`config.mk`:
```
export PLATFORM = sky130hd
export DESIGN_NAME = comparador_multiciclo
export DESIGN_NICKNAME = d
export VERILOG_FILES = /design/src/rtl/comparador_multiciclo.sv
export SDC_FILE = /design/constraint.sdc
export NUM_CORES = 1
export LEC_CHECK = 0
export BUFFER_PORTS_ARGS = -buffer_cell sky130_fd_sc_hd__buf_2
export CAP_MARGIN = 30
export CORE_UTILIZATION = 25
export CTS_CLUSTER_SIZE = 8
export DETAILED_ROUTE_END_ITERATION = 7
export GPL_TIMING_DRIVEN = 0
export PLACE_DENSITY = 0.5
export SLEW_MARGIN = 20
export SYNTH_ARGS = -nofsm -noshare
export SYNTH_HDL_FRONTEND = slang
export SYNTH_SLANG_ARGS = --single-unit
```
`constraint.sdc`:
```
create_clock -name clk -period 7.1 [get_ports clk]
set_input_delay 1.42 -clock clk [delete_from_list [all_inputs] [get_ports clk]]
set_output_delay 1.42 -clock clk [all_outputs]
set_load 0.005 [all_outputs]
```
`src/rtl/comparador_multiciclo.sv`:
```
// Multi-cycle magnitude comparator: walks the operands one CHUNK slice per cycle,
// MSB slice first, and stops at the first differing slice.
module comparador_multiciclo #(
  parameter int WIDTH = 32,
  parameter int CHUNK = 8
) (
  input  logic             clk,
  input  logic             rst,
  input  logic             in_valid,
  output logic             in_ready,
  input  logic [WIDTH-1:0] rs1,
  input  logic [WIDTH-1:0] rs2,
  input  logic             signed_mode,
  output logic             out_valid,
  input  logic             out_ready,
  output logic [1:0]       comparador_code,
  output logic             busy
);

  localparam int NCHUNK = WIDTH / CHUNK;
  localparam int IDXW   = (NCHUNK > 1) ? $clog2(NCHUNK) : 1;
  localparam logic [IDXW-1:0]  TOP_IDX  = IDXW'(NCHUNK - 1);
  localparam logic [CHUNK-1:0] MSB_MASK = CHUNK'(1) << (CHUNK - 1);

  localparam logic [1:0] CODE_LESS    = 2'b00;
  localparam logic [1:0] CODE_EQUAL   = 2'b01;
  localparam logic [1:0] CODE_GREATER = 2'b10;

  typedef enum logic [1:0] {IDLE, COMPARE, DONE} state_t;

  state_t            state_reg, state_next;
  logic [WIDTH-1:0]  a_reg, b_reg;
  logic              signed_reg;
  logic [IDXW-1:0]   idx_reg, idx_next;
  logic [1:0]        code_reg, code_next;
  logic              load;

  logic [CHUNK-1:0]  a_cur, b_cur, a_cmp, b_cmp;
  logic              flip_msb;

  // Inverting the sign bit of the top slice turns a two's-complement compare
  // into an unsigned one; lower slices are plain magnitude digits.
  always_comb begin
    a_cur    = a_reg[int'(idx_reg) * CHUNK +: CHUNK];
    b_cur    = b_reg[int'(idx_reg) * CHUNK +: CHUNK];
    flip_msb = signed_reg && (idx_reg == TOP_IDX);
    a_cmp    = flip_msb ? (a_cur ^ MSB_MASK) : a_cur;
    b_cmp    = flip_msb ? (b_cur ^ MSB_MASK) : b_cur;
  end

  always_comb begin
    state_next = state_reg;
    idx_next   = idx_reg;
    code_next  = code_reg;
    load       = 1'b0;
    case (state_reg)
      IDLE: begin
        if (in_valid) begin
          load       = 1'b1;
          idx_next   = TOP_IDX;
          state_next = COMPARE;
        end
      end
      COMPARE: begin
        if (a_cmp != b_cmp) begin
          code_next  = (a_cmp > b_cmp) ? CODE_GREATER : CODE_LESS;
          state_next = DONE;
        end else if (idx_reg == '0) begin
          code_next  = CODE_EQUAL;
          state_next = DONE;
        end else begin
          idx_next = idx_reg - IDXW'(1);
        end
      end
      DONE: begin
        if (out_ready) begin
          state_next = IDLE;
        end
      end
      default: state_next = IDLE;
    endcase
  end

  always_ff @(posedge clk) begin
    if (rst) begin
      state_reg  <= IDLE;
      idx_reg    <= '0;
      code_reg   <= CODE_LESS;
      signed_reg <= 1'b0;
    end else begin
      state_reg <= state_next;
      idx_reg   <= idx_next;
      code_reg  <= code_next;
      if (load) begin
        signed_reg <= signed_mode;
      end
    end
  end

  // Operand registers need no reset: they are only read after a load.
  always_ff @(posedge clk) begin
    if (load) begin
      a_reg <= rs1;
      b_reg <= rs2;
    end
  end

  assign in_ready        = (state_reg == IDLE);
  assign out_valid       = (state_reg == DONE);
  assign busy            = (state_reg != IDLE);
  assign comparador_code = code_reg;

endmodule

```
==> results of run 1 <==
==> metal layers <==
metal	global-route usage (%)	routed length, um	up-vias
li1	-	-	767
met2	14.56	2479	51
met4	3.714	68	0
met1	13.07	2524	707
met5	0	0	-
met3	4.386	378	6
==> critical path: cells and delay by family, from the launching register on <==
family | cells | cell delay [ps]
buffers and inverters | 2 | 380
AO/OA/AOI/OAI | 1 | 230
flip-flops | 1 | 340
AND/OR/NAND/NOR | 4 | 850
multiplexers | 1 | 500
adder cells (fa/ha/maj) | 1 | 340
==> cell families after synthesis <==
group                    after synthesis  synth area share (%)
flip-flops                            71                 71.13
AND/OR/NAND/NOR                       21                 4.446
multiplexers                          18                 13.12
buffers and inverters                 17                 3.841
AO/OA/AOI/OAI                         13                 2.546
adder cells (fa/ha/maj)               10                 4.316
XOR/XNOR                               2                0.6043
==> cell type report <==
cell class | count | area, um2 | share of cell area, %
sequential | 71 | 2062 | 54.50
multi-input combinational | 64 | 725.7 | 19.18
timing repair buffer | 73 | 365.4 | 9.656
clock buffer | 9 | 225.2 | 5.952
tap | 140 | 175.2 | 4.630
clock inverter | 7 | 118.9 | 3.142
buffer | 5 | 66.31 | 1.753
inverter | 12 | 45.04 | 1.190
==> cells in the mapped netlist (all sizes together) <==
| cell | count |
|---|---|
| nand4 | 1 |
| edfxtp | 64 |
| nand2 | 5 |
| and3 | 1 |
| nor4 | 1 |
| nor2b | 1 |
| clkbuf | 2 |
| xnor2 | 1 |
| mux4 | 16 |
| o21ai | 3 |
| xor2 | 1 |
| o211ai | 1 |
| a21oi | 6 |
| a31oi | 1 |
| or2 | 1 |
| ha | 10 |
| inv | 12 |
| mux2i | 2 |
| and2 | 1 |
| dfxtp | 7 |
| buf | 3 |
| nor3 | 5 |
| a211oi | 2 |
| nor2 | 5 |
==> how the worst max path moves through the flow <==
stage	start	to	slack, ps	cells past startpoint
final	idx_reg[0]	idx_reg[1]	4340	9
after CTS	idx_reg[0]	idx_reg[1]	4270	9
after floorplan	idx_reg[0]	idx_reg[0]	4630	9
after global routing	idx_reg[0]	idx_reg[0]	4140	9
after detailed placement	idx_reg[0]	idx_reg[1]	4290	9
after global placement	idx_reg[0]	idx_reg[1]	4280	9
==> power by group through the flow <==
stage	clock network, mW	registers, mW	logic, mW
after floorplan	0	0.504	0.0826
after global placement	0	0.506	0.128
after detailed placement	0	0.507	0.127
after CTS	0.534	0.498	0.128
after global routing	0.550	0.500	0.139
final	0.518	0.498	0.123
==> per-stage QoR <==
stage	cells	utilization, %	hold WS, ps	area (um2)	power [mW]
floorplan	152	-	412.3	2899	0.5863
global placement	365	31.05	435.2	3440	0.6338
detailed placement	365	31.05	436.0	3440	0.6344
CTS	381	34.15	444.3	3784	1.160
global route	381	34.15	473.4	3784	1.190
finish	381	34.15	440.7	3784	1.139
==> impl_metrics.py, run 1 <==
metrics = {
    "run_status": {
        "status": "complete, no violations",
    },
    "power": {
        "share_comb_of_total_power_pct": 10.8,
        "p_clk_share_pct": 45.5,
        "internal_power_mw": 0.8951,
        "p_sw_share_pct": 21.42,
        "power_density_mw_per_mm2": 301.1,
        "leakage_nw": 1.460,
        "ir_drop_v": 0.0001428,
        "seq_power_share_pct": 43.7,
        "p_switching_mw": 0.2440,
    },
    "synthesis": {
        "synth.area.top_cells": "edfxtp_1 66%, mux4_2 12%, dfxtp_1 4.8%",
        "ys_ff_latch": 71,
        "postSynthCellCount": 152,
        "syn_avg_cell_area_um2": 19.07,
        "yosys_warnings": 0,
        "ys_types": 27,
        "synth_fp_nets": 231,
        "synth-seq-area-share_pct": 71.13,
        "synthesis.area_mm2": 0.002899,
        "synth_top_cell_area_share_pct": 66.29,
        "synth.largest_area_cell": "edfxtp_1",
    },
    "clocking": {
        "ctsHtreeMaxLevel": 3,
        "cts.sinks": 71,
        "postCtsSetupBuffers": 0,
        "post_cts_resized": 0,
        "insertion_delay_ps": 330,
        "cts_root_buffer": "clkbuf_16",
        "cts_inserted_buffers": 9,
        "clkSlewWorstSetupHoldPaths_ps": 60,
        "cts_buffer_depth": 2,
        "hold_buffers": 0,
        "cts_tree": "built",
    },
    "die": {
        "start_util_pct": 26.17,
        "row_count": 38,
        "die_y_um": 109.7,
        "dieArea_mm2": 0.01203,
        "die-width_um": 109.7,
        "core_mm2": 0.01108,
        "boundaryPins": 74,
    },
    "setup_path": {
        "worst-path-max-fanout": 10,
        "worstPathArrival_ps": 3000,
        "crit_slowest_cell": "mux4_2",
        "regToRegSetupSlack_ps": 4340,
        "crit_required_ps": 7340,
        "crit_type": "flop to flop",
        "cp-end-kind": "flop",
        "r2r_cells": 9,
        "r2r_end": "idx_reg[1]",
        "path_cells": "buf_6 -> buf_12 -> mux4_2 -> ha_1 -> nand4_2 -> nor4_4 -> and3_4 -> nor3_1 -> a211oi_1",
        "start_kind": "flop",
        "cpPeakStageDelay_ps": 500,
        "reg2reg_from": "idx_reg[0]",
    },
    "final_layout": {
        "num-fill-cells": 1089,
        "drive_gt1_share_pct": 47.30,
        "syn2layout_area_growth_pct": 30.51,
        "nets": 315,
        "final_cell_mix": "73 x buf_2, 64 x edfxtp_1, 16 x mux4_2",
        "n_antenna_cell": 0,
        "final_common_cell": "buf_2",
    },
    "routing": {
        "first_pass_iters": 4,
        "wirelength_um": 5451,
        "drc_errors": 0,
        "ant_nets": 0,
        "via_per_inst": 4.018,
        "dr.first_iter.drc_count": 27,
        "wl_per_cell_um": 14.31,
        "vias": 1531,
    },
    "global_routing": {
        "grt_pass1_vias": 1602,
        "grt_usage_pct": 9.985,
        "grt_pass1_wl_um": 8286,
        "grt_max_degree": 68,
        "grt-ovfl-total": 0,
        "antenna_found_initial": 0,
    },
    "hold_path": {
        "whs_path_depth": 1,
        "hold_path_end": "state_reg[0]",
        "hold_path.class": "flop to flop",
        "holdCritStartpoint": "state_reg[1]",
    },
    "run": {
        "cap_violations": 0,
    },
    "placed_design": {
        "gp_congestion": 0.6503,
        "dp_hpwl_um": 3750,
        "dp_slack_ps": 4291,
        "portBuffers": 73,
    },
    "timing": {
        "relSlewSlack_pct": 41.99,
        "finClkSkew_ps": 8.213,
        "layout_min_cycle_time_ps": 2758,
        "clock.fmax_mhz": 362.6,
        "min_period_over_period_pct": 38.84,
        "setup_tns_ps": 0,
        "max_slew.worst_pin.slew_ps": 870.2,
        "timing_hold_violations_final": 0,
        "worst_slack_ps": 4342,
        "rsz0062_at_grt": "no",
        "finalSetupViolCount": 0,
        "slew_viol_final": 0,
    },
}
(Power assumes the default switching activity.)
==> run 2: changes to the inputs <==
==> constraint.sdc (replaced) <==
create_clock -name clk -period 2.8 [get_ports clk]
set_input_delay 0.56 -clock clk [delete_from_list [all_inputs] [get_ports clk]]
set_output_delay 0.56 -clock clk [all_outputs]
set_load 0.005 [all_outputs]
==> run 2 against run 1 <==
  * Worst setup slack worse by 4200 ps
  * Highest routed layer unchanged
  * Largest cell class unchanged
  * Total power rose to 2.6 times the previous value
  * Register-to-register slack worse by 4200 ps
  * Die area is the same
  * Combinational power grew to 2.7 times the previous value
==> impl_metrics.py, run 2 (same netlist as run 1, synthesis figures left out) <==
metrics = {
    "run_status": {
        "status": "complete, no violations",
    },
    "timing": {
        "whs_ps": 401.0,
        "relSlewSlack_pct": 42.20,
        "timing_hold_violations_final": 0,
        "finalSetupViolCount": 0,
        "layout_min_cycle_time_ps": 2625,
        "setup_tns_ps": 0,
        "slew_viol_final": 0,
        "rsz0062_at_grt": "no",
        "clock.fmax_mhz": 381.0,
        "min_period_over_period_pct": 93.74,
        "finClkSkew_ps": 8.089,
        "worst_slack_ps": 175.2,
        "max_slew.worst_pin.slew_ps": 867.0,
    },
    "routing": {
        "drc_errors": 0,
        "wirelength_um": 5461,
        "wl_per_cell_um": 14.30,
        "first_pass_iters": 4,
        "via_per_inst": 4.047,
        "ant_nets": 0,
        "vias": 1546,
        "dr.first_iter.drc_count": 23,
    },
    "setup_path": {
        "regToRegSetupSlack_ps": 180,
        "worst-path-max-fanout": 10,
        "r2r_end": "idx_reg[1]",
        "cp-end-kind": "flop",
        "crit_required_ps": 3040,
        "worstPathArrival_ps": 2860,
        "crit_type": "flop to flop",
        "reg2reg_from": "idx_reg[0]",
        "start_kind": "flop",
        "r2r_cells": 9,
    },
    "placed_design": {
        "place_area_mm2": 0.003440,
        "portBuffers": 73,
        "dp_hpwl_um": 3750,
        "dp_slack_ps": -8.525,
        "gp_congestion": 0.6503,
    },
    "final_layout": {
        "final_common_cell": "buf_2",
        "syn2layout_area_growth_pct": 32.28,
        "n_antenna_cell": 0,
        "final_cell_mix": "73 x buf_2, 64 x edfxtp_1, 16 x mux4_2",
        "num-fill-cells": 1087,
        "nets": 316,
        "design_area_mm2": 0.003835,
        "drive_gt1_share_pct": 48.76,
    },
    "global_routing": {
        "grt_max_degree": 68,
        "grt-busiest-layer": "met2",
        "antenna_found_initial": 0,
        "grt_pass1_vias": 1604,
        "grt_usage_pct": 9.985,
        "grt_pass1_wl_um": 8286,
        "use_met1_pct": 13.07,
        "use_met2_pct": 14.56,
        "grt_use_met3_pct": 4.386,
        "grt-ovfl-total": 0,
    },
    "hold_path": {
        "hold_path.class": "input port to flop",
        "holdCritStartpoint": "rs1[24]",
        "whs_path_depth": 1,
        "hold_path_end": "a_reg[24]",
    },
    "clocking": {
        "cts_inserted_buffers": 9,
        "ctsHtreeMaxLevel": 3,
        "insertion_delay_ps": 330,
        "clkSlewWorstSetupHoldPaths_ps": 60,
        "hold_buffers": 0,
        "cts.sinks": 71,
        "cts_tree": "built",
        "cts_root_buffer": "clkbuf_16",
        "cts_buffer_depth": 2,
    },
    "power": {
        "leakage_nw": 1.466,
        "p_switching_mw": 0.6286,
        "p_sw_share_pct": 21.58,
        "internal_power_mw": 2.285,
        "share_comb_of_total_power_pct": 11.6,
        "power_density_mw_per_mm2": 759.7,
        "p_clk_share_pct": 45.1,
        "seq_power_share_pct": 43.3,
        "ir_drop_v": 0.0003694,
    },
    "run": {
        "cap_violations": 0,
    },
    "die": {
        "start_util_pct": 26.17,
        "die_y_um": 109.7,
        "dieArea_mm2": 0.01203,
        "boundaryPins": 74,
        "core_mm2": 0.01108,
        "row_count": 38,
        "die-width_um": 109.7,
    },
}
-- run 2: cell count changes in the layout (fill, tap and decap cells not counted), sizes merged --
cell and delta:
buf +1
-- run 2: per-stage QoR --
stage | total power [mW] | utilization [%] | instances
5_1_grt | 3.045 | 34.62 | 382
2_1_floorplan | 1.487 | - | 152
4_1_cts | 2.942 | 34.15 | 381
3_3_place_gp | 1.607 | 31.05 | 365
3_5_place_dp | 1.609 | 31.05 | 365
6_report | 2.913 | 34.62 | 382
-- run 2: what timing repair did --
item / CTS / global route
resized for setup: 0 / 6
endpoints found under the setup margin: 1 / 2
buffers inserted: 0 / 1
hold endpoints to repair: 0 / 0
pin swaps: 1 / 4
-- run 2: power groups by stage --
stage | Sequential (mW) | Combinational [mW] | Clock, mW
final | 1.26 | 0.338 | 1.31
after global placement | 1.28 | 0.324 | 0
after global routing | 1.27 | 0.380 | 1.40
after CTS | 1.26 | 0.325 | 1.35
after detailed placement | 1.29 | 0.323 | 0
after floorplan | 1.28 | 0.210 | 0
-- run 2: critical path, cell delays in order (launching register included) --
cell      delay [ps]
dfxtp_2          350
buf_12           150
buf_12           160
mux4_2           510
ha_1             350
nand4_4          140
nor4_4           370
and3_4           260
nor3_1            40
a211oi_1         190
-- run 2: per-layer routing --
metal  up-vias  part of all wire (%)
met2        51                    46
li1        769                     -
met4         0                   1.3
met5         -                     0
met1       720                    46
met3         6                   6.8
-- run 2: worst max-delay path by stage --
stage                       endpoint        from
after floorplan           idx_reg[0]  idx_reg[0]
final                     idx_reg[1]  idx_reg[0]
after global routing      idx_reg[1]  idx_reg[0]
after global placement    idx_reg[1]  idx_reg[0]
after detailed placement  idx_reg[1]  idx_reg[0]
after CTS                 idx_reg[1]  idx_reg[0]
-- run 2: area by class of cell --
| type | count | area [um2] | area share [%] |
|---|---|---|---|
| Sequential cell | 71 | 2063 | 53.80 |
| Multi-Input combinational cell | 64 | 759.5 | 19.80 |
| Timing Repair Buffer | 74 | 372.9 | 9.723 |
| Clock buffer | 9 | 225.2 | 5.873 |
| Tap cell | 140 | 175.2 | 4.568 |
| Clock inverter | 7 | 118.9 | 3.100 |
| Buffer | 5 | 75.07 | 1.958 |
| Inverter | 12 | 45.04 | 1.175 |
==> run 3: changes to the inputs <==
--- a/config.mk
+++ b/config.mk
@@ -7,11 +7,12 @@
 export LEC_CHECK = 0
 export BUFFER_PORTS_ARGS = -buffer_cell sky130_fd_sc_hd__buf_2
 export CAP_MARGIN = 30
-export CORE_UTILIZATION = 25
+export CORE_UTILIZATION = 40
 export CTS_CLUSTER_SIZE = 8
 export DETAILED_ROUTE_END_ITERATION = 7
 export GPL_TIMING_DRIVEN = 0
-export PLACE_DENSITY = 0.5
+export PLACE_DENSITY = 0.69
+export SETUP_SLACK_MARGIN = 0.02
 export SLEW_MARGIN = 20
 export SYNTH_ARGS = -nofsm -noshare
 export SYNTH_HDL_FRONTEND = slang
==> run 3 against run 2 <==
  * Sequential share of layout area rose by 4.5 points
  * Register-to-register slack barely moved
  * Clock power fell by 51%
  * First-iteration DRC count rose to 3.8 times the previous value
  * Maximum frequency rose by 0.38%
  * Sequential cell count did not move
  * Total power fell by 24%
  * Non-clock buffer count fell by 1
  * Via count rose by 3.4%
  * Largest cell class unchanged
==> impl_metrics.py, run 3 (same netlist as run 1, synthesis figures left out) <==
metrics = {
    "setup_path": {
        "cp-end-kind": "flop",
        "crit_top_cell": "buf_12",
        "crit_type": "flop to flop",
        "crit_required_ps": 3050,
        "path_buf_inv": 2,
        "path_cells": "buf_12 -> buf_12 -> mux4_2 -> ha_1 -> nand2_1 -> nor4_4 -> and3_4 -> nor3_1 -> a211oi_1",
        "worstPathArrival_ps": 2860,
        "start_kind": "flop",
        "path_delay_family": "simple AND/OR/NAND/NOR gates",
        "cpPeakStageDelay_ps": 510,
        "crit_slowest_cell": "mux4_2",
        "worst-path-max-fanout": 10,
    },
    "timing": {
        "rsz0062_at_grt": "no",
        "timing_hold_violations_final": 0,
        "finalSetupViolCount": 0,
        "finClkSkew_ps": 5.239,
        "relSlewSlack_pct": 43.94,
        "setup_tns_ps": 0,
        "slew_viol_final": 0,
        "min_period_over_period_pct": 93.39,
        "layout_min_cycle_time_ps": 2615,
        "clock.fmax_mhz": 382.4,
        "max_slew.worst_pin.slew_ps": 841.0,
    },
    "global_routing": {
        "grt_pass1_wl_um": 7734,
        "grt_pass1_vias": 1659,
        "grt_usage_pct": 14.33,
        "antenna_found_initial": 0,
        "grt_max_degree": 68,
        "grt-ovfl-total": 0,
    },
    "power": {
        "internal_power_mw": 1.704,
        "ir_drop_v": 0.0003219,
        "finalPower_mw": 2.219,
        "seq_power_share_pct": 56.9,
        "p_switching_mw": 0.5155,
        "power_density_mw_per_mm2": 627.5,
        "p_clk_share_pct": 29.1,
        "p_sw_share_pct": 23.22,
        "share_comb_of_total_power_pct": 14.0,
        "leakage_nw": 1.373,
    },
    "clocking": {
        "hold_buffers": 0,
        "cts_tree": "built",
        "postCtsSetupBuffers": 0,
        "cts_buffer_depth": 2,
        "post_cts_resized": 0,
        "cts_root_buffer": "clkbuf_8",
        "cts_inserted_buffers": 9,
        "clkSlewWorstSetupHoldPaths_ps": 70,
        "ctsHtreeMaxLevel": 3,
        "insertion_delay_ps": 330,
        "cts.sinks": 71,
    },
    "placed_design": {
        "portBuffers": 73,
        "dp_hpwl_um": 3491,
        "gp_congestion": 0.6796,
        "dp_cells": 321,
        "place_area_mm2": 0.003385,
    },
    "die": {
        "die_y_um": 87.13,
        "die-width_um": 87.13,
        "core_mm2": 0.006907,
        "boundaryPins": 74,
        "dieArea_mm2": 0.007592,
        "start_util_pct": 41.97,
        "row_count": 30,
    },
    "routing": {
        "dr.first_iter.drc_count": 87,
        "wl_per_cell_um": 14.84,
        "first_pass_iters": 4,
        "wirelength_um": 4972,
        "ant_nets": 0,
        "vias": 1598,
        "drc_errors": 0,
        "via_per_inst": 4.770,
    },
    "final_layout": {
        "drive_gt1_share_pct": 45.61,
        "final_common_cell": "buf_2",
        "final_cell_mix": "73 x buf_2, 64 x edfxtp_1, 16 x mux4_2",
        "n_antenna_cell": 0,
        "nets": 315,
        "syn2layout_area_growth_pct": 22.01,
        "fin_cells": 335,
        "fin_util_pct": 51.21,
        "design_area_mm2": 0.003537,
    },
    "run": {
        "cap_violations": 0,
    },
    "run_status": {
        "status": "complete, no violations",
    },
    "hold_path": {
        "hold_path.class": "input port to flop",
    },
}
==> run 3: path summary, 6_finish.rpt <==
path / from / end / slack, ps / cells after the start
worst max register to register: idx_reg[0] / idx_reg[1] / 190 / 9
worst max-delay path: idx_reg[0] / idx_reg[1] / 190 / 9
worst min register to register: state_reg[1] / state_reg[0] / 450 / 1
worst min-delay path: rs1[15] / a_reg[15] / 400 / 1
==> run 3: stage by stage <==
step	hold slack (ps)	setup slack (ps)
floorplan	412.3	328.1
global placement	443.0	82.84
detailed placement	443.4	91.06
CTS	376.7	70.09
global route	369.1	22.53
finish	395.3	185.1
==> run 3: area by class of cell <==
type | instances | area [um2]
clock inverter | 3 | 12.51
fill | 600 | 3369
multi-input combinational | 64 | 725.7
sequential | 71 | 2062
timing repair buffer | 73 | 365.4
tap | 96 | 120.1
buffer | 5 | 75.07
clock buffer | 11 | 131.4
inverter | 12 | 45.04
==> run 3: power by group through the flow <==
stage	Combinational, mW	Sequential [mW]	Clock, mW
finish	0.311	1.26	0.645
global route	0.344	1.27	0.715
CTS	0.314	1.26	0.668
detailed placement	0.313	1.29	0
global placement	0.307	1.28	0
floorplan	0.210	1.28	0
==> run 3: layer usage <==
layer | share of wire, % | track usage (%)
met1 | 43 | 17.67
met2 | 51 | 22.91
met3 | 4.5 | 4.550
met4 | 1.3 | 7.154
met5 | 0 | 0
